File: config.mk
export PLATFORM = sky130hd
export DESIGN_NAME = mem_stage
export DESIGN_NICKNAME = d
export VERILOG_FILES = /design/src/rtl/mem_stage.sv
export SDC_FILE = /design/constraint.sdc
export NUM_CORES = 1
export LEC_CHECK = 0
export CAP_MARGIN = 40
export CORE_MARGIN = 4
export CORE_UTILIZATION = 40
export DETAILED_ROUTE_END_ITERATION = 8
export GPL_TIMING_DRIVEN = 1
export PLACE_DENSITY = 0.71
export SLEW_MARGIN = 10
export SYNTH_ARGS = -nofsm -noshare
export SYNTH_HDL_FRONTEND = slang
export SYNTH_SLANG_ARGS = --single-unit
File: constraint.sdc
create_clock -name clk -period 2.57 [get_ports clk]
set_clock_uncertainty 0.05 [all_clocks]
set_input_delay 0.514 -clock clk [delete_from_list [all_inputs] [get_ports clk]]
set_output_delay 0.514 -clock clk [all_outputs]
set_load 0.005 [all_outputs]
File: src/rtl/mem_stage.sv
// mem_stage: pipeline memory stage with an IDLE/ACCESS bus FSM, store lane packing,
// load lane extraction/extension and misalignment exceptions.
module mem_stage #(
    parameter int ADDR_W = 32,
    parameter int DATA_W = 32,
    parameter int EX_W   = 4
) (
    input  logic              clk,
    input  logic              reset,
    input  logic [ADDR_W-1:0] PC_in,
    input  logic              pipeline_in_valid,
    input  logic [EX_W-1:0]   exception_in,
    input  logic              exception_in_valid,
    input  logic [1:0]        mem_op,
    input  logic [2:0]        funct,
    input  logic [DATA_W-1:0] result_in,
    input  logic [DATA_W-1:0] store_data,
    input  logic [4:0]        rd_addr_in,
    input  logic              rd_wr_en_in,
    input  logic              flush,
    output logic              stall,
    output logic [ADDR_W-1:0] dmem_addr,
    output logic              dmem_rd_enable,
    output logic              dmem_wr_enable,
    output logic [DATA_W-1:0] dmem_wr_data,
    output logic [3:0]        dmem_wr_mask,
    input  logic [DATA_W-1:0] dmem_rd_data,
    input  logic              dmem_ready,
    output logic              pipeline_out_valid,
    output logic [ADDR_W-1:0] PC_out,
    output logic [4:0]        rd_addr,
    output logic [DATA_W-1:0] rd_data,
    output logic              rd_wr_en,
    output logic [EX_W-1:0]   exception_out,
    output logic              exception_out_valid
);
    typedef enum logic {IDLE, ACCESS} state_t;
    state_t state, state_nx;
    logic kill, wen_q;
    logic [2:0] funct_q;
    logic [1:0] off_q;
    logic [4:0] rd_q;
    logic [ADDR_W-1:0] pc_q, addr;
    logic [DATA_W-1:0] res_q, shifted, load_val, wr_data;
    logic [3:0] wr_mask;
    logic accept, is_mem, byte_op, half_op, misal, go_mem, retire_now, done, drop;

    assign stall = (state == ACCESS);
    assign addr = ADDR_W'(result_in);

    always_comb begin
        accept     = (state == IDLE) && pipeline_in_valid && !flush;
        is_mem     = mem_op[0] ^ mem_op[1];
        byte_op    = (funct[1:0] == 2'b00);
        half_op    = (funct[1:0] == 2'b01);
        misal      = half_op ? result_in[0] : (!byte_op && result_in[1:0] != 2'b00);
        go_mem     = accept && !exception_in_valid && is_mem && !misal;
        retire_now = accept && !go_mem;
        done       = (state == ACCESS) && dmem_ready;
        drop       = kill || flush;
        state_nx   = go_mem ? ACCESS : done ? IDLE : state;
        wr_mask    = byte_op ? 4'b0001 << result_in[1:0] : half_op ? 4'b0011 << result_in[1:0] : 4'b1111;
        wr_data    = byte_op ? DATA_W'({4{store_data[7:0]}}) : half_op ? DATA_W'({2{store_data[15:0]}}) : store_data;
        shifted    = dmem_rd_data >> {off_q, 3'b000};
        load_val   = (funct_q[1:0] == 2'b00) ? DATA_W'({{24{~funct_q[2] & shifted[7]}}, shifted[7:0]}) :
                     (funct_q[1:0] == 2'b01) ? DATA_W'({{16{~funct_q[2] & shifted[15]}}, shifted[15:0]}) :
                     dmem_rd_data;
    end

    always_ff @(posedge clk or negedge reset) begin
        if (!reset) begin
            state <= IDLE;
            kill <= 1'b0;
            wen_q <= 1'b0;
            funct_q <= '0;
            off_q <= '0;
            rd_q <= '0;
            pc_q <= '0;
            res_q <= '0;
            dmem_addr <= '0;
            dmem_rd_enable <= 1'b0;
            dmem_wr_enable <= 1'b0;
            dmem_wr_data <= '0;
            dmem_wr_mask <= '0;
            pipeline_out_valid <= 1'b0;
            PC_out <= '0;
            rd_addr <= '0;
            rd_data <= '0;
            rd_wr_en <= 1'b0;
            exception_out <= '0;
            exception_out_valid <= 1'b0;
        end else begin
            state <= state_nx;
            pipeline_out_valid <= 1'b0;
            rd_wr_en <= 1'b0;
            exception_out_valid <= 1'b0;
            // Non-memory, upstream-exception and misaligned ops retire straight from IDLE
            if (retire_now) begin
                pipeline_out_valid <= 1'b1;
                PC_out <= PC_in;
                rd_addr <= rd_addr_in;
                rd_data <= result_in;
                rd_wr_en <= (is_mem && !exception_in_valid) ? 1'b0 : rd_wr_en_in;
                exception_out <= (is_mem && !exception_in_valid) ? EX_W'(mem_op[0] ? 4 : 6) : exception_in;
                exception_out_valid <= exception_in_valid || is_mem;
            end
            if (go_mem) begin
                dmem_addr <= {addr[ADDR_W-1:2], 2'b00};
                dmem_rd_enable <= mem_op[0];
                dmem_wr_enable <= mem_op[1];
                dmem_wr_data <= wr_data;
                dmem_wr_mask <= wr_mask;
                pc_q <= PC_in;
                rd_q <= rd_addr_in;
                wen_q <= rd_wr_en_in;
                funct_q <= funct;
                off_q <= result_in[1:0];
                res_q <= result_in;
                kill <= 1'b0;
            end
            if (state == ACCESS && flush)
                kill <= 1'b1;
            // A flushed transaction still completes on the bus; only its result is dropped
            if (done) begin
                dmem_rd_enable <= 1'b0;
                dmem_wr_enable <= 1'b0;
                kill <= 1'b0;
                pipeline_out_valid <= !drop;
                PC_out <= pc_q;
                rd_addr <= rd_q;
                rd_data <= dmem_rd_enable ? load_val : res_q;
                rd_wr_en <= dmem_rd_enable && wen_q && !drop;
                exception_out <= '0;
            end
        end
    end
endmodule

Word level (Yosys, flattened, before mapping)

Cells that the tools add are included.

Register bits: 221
Bits in latches: 0
Memory bits (writable): 0
Memory bits (read-only): 0
Logic and storage cells: 89
Memories kept: 0

Add/subtract/negate cells: 0
Multiply operators: 0
Div/mod/pow operators: 0
Magnitude comparators: 0
Equality and inequality tests: 2
Shifts and indexed selects: 3
Multiplexer cells: 33
Bitwise gates (word level): 5
Reductions and logical operators: 26

Operators by type and width:

| cell                                             | number |
|---|---|
| two-way mux 32 bit                               | 9 |
| right shift 32 x 5 -> 16 bit                     | 1 |
| two-way mux 4 bit                                | 5 |
| two-way mux 1 bit                                | 16 |
| logical AND 1 bit                                | 12 |
| two-way mux 5 bit                                | 2 |
| logical NOT 1 bit                                | 6 |
| nonzero test 2 bit                               | 3 |
| == test 2 x 1 -> 1 bit (second input constant)   | 2 |
| logical NOT 2 bit                                | 2 |
| << shifter 1 x 2 -> 4 bit (first input constant) | 1 |
| << shifter 2 x 2 -> 4 bit (first input constant) | 1 |
| nonzero test 3 bit                               | 1 |
| bitwise AND 1 bit                                | 2 |
| logical OR 1 bit                                 | 2 |
| two-way mux 2 bit                                | 1 |
| inverter 1 bit                                   | 2 |
| XOR 1 bit                                        | 1 |

Logic depth before layout (Yosys ltp)

Word-level depth: 10
Mapped depth: 9
Mapped depth without buffers: 6

Worst setup path after synthesis

Ideal clock, no wire load.

Path kind: input to register
From: input result_in[0]
To: register PC_out[12]
Data arrival time: 1.977 ns
Data required time: 2.402 ns
Path slack: 0.425 ns
Stages: 9
Path buffers: 3
Cell sequence: inv_1 > ha_1 > nand2b_1 > clkbuf_1 > a41oi_2 > nor2_1 > buf_2 > buf_2 > a21o_1

Longest elaborated chain between the ends: 8

RTL lines:

| item                           | RTL line | RTL |
|---|---|---|
| start, declared                | 16       | `input logic [DATA_W-1:0] result_in,` |
| nonzero test 2 bit             | 56       | `misal = half_op ? result_in[0] : (!byte_op && result_in[1:0] != 2'b00);` |
| logical AND 1 bit              | 56       |  |
| two-way mux 1 bit *            | 56       |  |
| logical NOT 1 bit *            | 57       | `go_mem = accept && !exception_in_valid && is_mem && !misal;` |
| logical AND 1 bit *            | 57       |  |
| logical NOT 1 bit *            | 58       | `retire_now = accept && !go_mem;` |
| logical AND 1 bit *            | 58       |  |
| nonzero test 2 bit (no line) * | -        |  |
| end signal, assigned           | 100      | `PC_out <= PC_in;` |
| end signal, assigned           | 129      | `PC_out <= pc_q;` |
| end, declared                  | 30       | `output logic [ADDR_W-1:0] PC_out,` |

Every way passes the cells marked *; elsewhere a longest branch is shown, timed or not.
A chain may end at the register's enable or synchronous reset.

Worst setup path in the final report

From: input dmem_rd_data[31]
To: register rd_data[11]

Longest elaborated chain between the ends: 5

RTL lines:

| item                         | RTL line | RTL |
|---|---|---|
| start, declared              | 27       | `input logic [DATA_W-1:0] dmem_rd_data,` |
| right shift 32 x 5 -> 16 bit | 64       | `shifted = dmem_rd_data >> {off_q, 3'b000};` |
| bitwise AND 1 bit            | 65       | `load_val = (funct_q[1:0] == 2'b00) ? DATA_W'({{24{~funct_q[2] & shifted[7]}}, shifted[7:0]}) :` |
| two-way mux 32 bit           | 65       |  |
| two-way mux 32 bit           | 131      | `rd_data <= dmem_rd_enable ? load_val : res_q;` |
| two-way mux 32 bit           | 124      | `if (done) begin` |
| end signal, assigned         | 102      | `rd_data <= result_in;` |
| end signal, assigned         | 131      |  |
| end, declared                | 32       | `output logic [DATA_W-1:0] rd_data,` |

No other way between the ends.

==> impl_metrics.py <==
metrics = {
    "sta": {
        "rsz0062_at_grt": "false",
        "period_share_pct": 85.7,
        "hold_ws_ps": 51.3,
        "slew_violations": 0,
        "period_minus_slack_ps": 2200,
        "finalHoldViolCount": 0,
        "finalWorstSetupSlack_ps": 367,
        "setup_viol": 0,
        "tightest_slew_ps": 619,
        "slew_headroom_pct": 58.6,
        "fmax_ghz": 0.454,
    },
    "setup_path": {
        "crit_fanout": 6,
        "startpoint_type": "input pin",
        "ff2ff_path_depth": 6,
        "r2r_slack_ps": 410,
        "cp_data_required_time_ps": 2810,
        "crit_arrival_ps": 2450,
        "r2r_start": "res_q[1]",
        "r2r_end": "rd_data[11]",
        "end_kind": "register",
        "worst-setup-path-type": "input pin to register",
    },
    "route": {
        "avgViaCountPerCell": 5.48,
        "drc_errors": 0,
        "num_vias": 7784,
        "routedWlPerCell_um": 20.5,
        "ant_nets": 0,
        "firstDrtPassIters": 4,
        "wirelength_mm": 29.1,
        "first_iter_violations": 273,
    },
    "pwr": {
        "intPower_mw": 7.19,
        "cellPowerDensity_nw_per_um2": 778,
        "power_switching_share_pct": 30.8,
        "combPwrFrac_pct": 33.6,
        "ir_drop_mv": 0.553,
        "power.leakage_nw": 5.91,
        "seqPwrFrac_pct": 41.2,
        "p_sw_mw": 3.19,
        "pwr-share-clk_pct": 25.2,
    },
    "placement": {
        "place_congestion": 0.862,
        "dp_slack_ps": -42.2,
        "io_buffers": 293,
        "placed_area_um2": 12700,
        "dpl.hpwl_mm": 21.7,
    },
    "grt": {
        "gr-total-overflow": 0,
        "grt_pass1_wl_mm": 46.3,
        "use_met3_pct": 8.76,
        "grt_max_degree": 70,
        "grt_busiest_layer": "met2",
        "use_met2_pct": 37.6,
        "first_global_vias": 8301,
        "antenna_found_initial": 1,
        "track_usage_pct": 22.7,
        "grt_use_met1_pct": 27.7,
    },
    "synthesis": {
        "syn_area_per_cell_um2": 11.1,
        "synth_async_sr_flop_share_pct": 100,
        "synth_area_um2": 9110,
        "ys.flop_type": "dfrtp_1",
        "syn-instance-count": 817,
        "synth-seq-cells": 189,
        "yosysTopAreaCellShare_pct": 51.9,
        "yosysWarnings": 0,
        "synth_cell_types": 54,
        "synth_area_leaders": "dfrtp_1 52%, mux2_2 7.5%, o21ai_0 4.8%",
        "yosys-top-cells-count": "189 x dfrtp_1, 102 x nand2_1, 87 x o21ai_0",
        "synth-edff-count": 0,
        "synth_top_area_cell": "dfrtp_1",
        "yosysMostFrequentCell": "dfrtp_1",
        "ys_seq_area_share_pct": 51.9,
    },
    "finish": {
        "n_antenna_cell": 0,
        "ff_latch_area_um2": 4730,
        "design_area_um2": 13300,
        "multiInputGateArea_um2": 4050,
        "drive_gt1_share_pct": 16.0,
        "final_nets": 1281,
        "syn2layout_area_growth_pct": 46.5,
        "final.fill_count": 1865,
    },
    "die": {
        "die_area_um2": 25200,
        "die_w_um": 159,
        "die_h_um": 159,
        "start_util_pct": 41.2,
        "placementRows": 54,
        "core_um2": 22100,
        "pin_count": 296,
    },
    "cts": {
        "cts_resized": 0,
        "clk_path_buf_depth": 2,
        "clock-sinks": 189,
        "clock_latency_ps": 420,
        "cts_tree": "done",
        "cts_hold_buf": 0,
        "root_buffer": "clkbuf_16",
        "cts.clk_slew.worst_paths_ps": 80,
        "cts_setup_buffers": 0,
        "cts.htree.levels": 4,
        "numCtsBuffers": 17,
    },
    "outcome": {
        "status": "completed",
    },
    "job": {
        "drv_cap": 0,
    },
    "min_path": {
        "worstHoldPathType": "input pin to asynchronous set/reset pin",
    },
}
[worst max path at each step]
stage                                start           to  slack [ps]
after CTS                     result_in[0]   rd_data[0]         400
after global placement        result_in[0]   rd_data[4]         -30
after floorplan               result_in[0]   PC_out[12]         420
after detailed placement      result_in[0]   rd_data[1]         -40
after global routing          result_in[1]   rd_data[0]         300
final                     dmem_rd_data[31]  rd_data[11]         370
[power by group through the flow]
| stage | Combinational, mW | Clock [mW] | Sequential [mW] |
|---|---|---|---|
| after floorplan | 1.41 | 0 | 4.26 |
| after global routing | 3.80 | 2.80 | 4.38 |
| after global placement | 3.45 | 0 | 4.30 |
| final | 3.49 | 2.61 | 4.28 |
| after CTS | 3.53 | 2.68 | 4.28 |
| after detailed placement | 3.51 | 0 | 4.33 |
[placed cells by master, fill, tap and decap left out, types with 3 or more instances in the layout]
cell type	Yosys	layout
clkdlybuf4s50_1	0	292
dfrtp_1	189	188
nand2_1	102	101
o21ai_0	87	87
mux2_2	61	61
buf_4	4	55
a21o_1	39	39
a22o_1	38	38
mux2i_1	35	35
o221ai_1	24	24
mux2_1	20	20
a21oi_1	19	19
clkbuf_16	0	17
a31oi_1	16	16
nor2_1	16	15
buf_12	0	12
mux2_4	10	10
o2bb2ai_1	9	9
inv_1	8	8
nor2b_1	8	8
nand2b_1	6	6
a221oi_1	6	6
nand3_1	5	5
clkinv_8	0	5
nand3b_1	4	4
and2_1	5	4
a22oi_1	4	4
ha_1	4	4
inv_6	0	4
a221o_1	3	3
clkinv_4	0	3
[stage by stage]
step	util (%)	total power [mW]	TNS, ps	std cells
finish	60.4	10.4	0	1421
global route	60.4	11.0	0	1421
CTS	60.4	10.5	0	1421
detailed placement	57.7	7.84	-599	1389
global placement	57.7	7.75	-617	1389
floorplan	-	5.67	0	818
[cell families (layout without fill, tap and decap cells)]
group,count (synthesis),after routing,synth area share [%]
compound gates,262,262,19.8
xor+xnor,1,1,0.179
fa+ha+maj,4,4,0.550
buf+inv,77,400,3.94
flops,189,189,51.9
mux,128,128,16.0
other cells,1,2,0.0412
simple gates,155,155,7.51
[area by class of cell]
class | count | area share (%)
Tap cell | 280 | 2.63
Timing Repair Buffer | 360 | 26.9
Inverter | 8 | 0.225
Multi-Input combinational cell | 552 | 30.3
Clock buffer | 18 | 3.22
Sequential cell | 189 | 35.4
Clock inverter | 14 | 1.28
[critical path: stages]
cell and delay [ps]:
clkdlybuf4s50_1 460, mux4_2 520, a31o_2 300, a221oi_1 320
buf_4 200, o221ai_1 130
[sequential cells by signal, summed over array words and instances, names as in the netlist, 3 cells and up]
register	cells
rd_q	5
rd_data	32
rd_addr	5
funct_q	3
exception_out	4
res_q	31
dmem_wr_data	32
pc_q	32
PC_out	32
dmem_wr_mask	4
[routing by layer]
| metal | routed length (µm) | vias to the layer above |
|---|---|---|
| met4 | 739 | 2 |
| met2 | 13700 | 307 |
| met5 | 12 | - |
| met3 | 2590 | 43 |
| li1 | - | 3610 |
| met1 | 12100 | 3822 |
(Power assumes the default switching activity.)
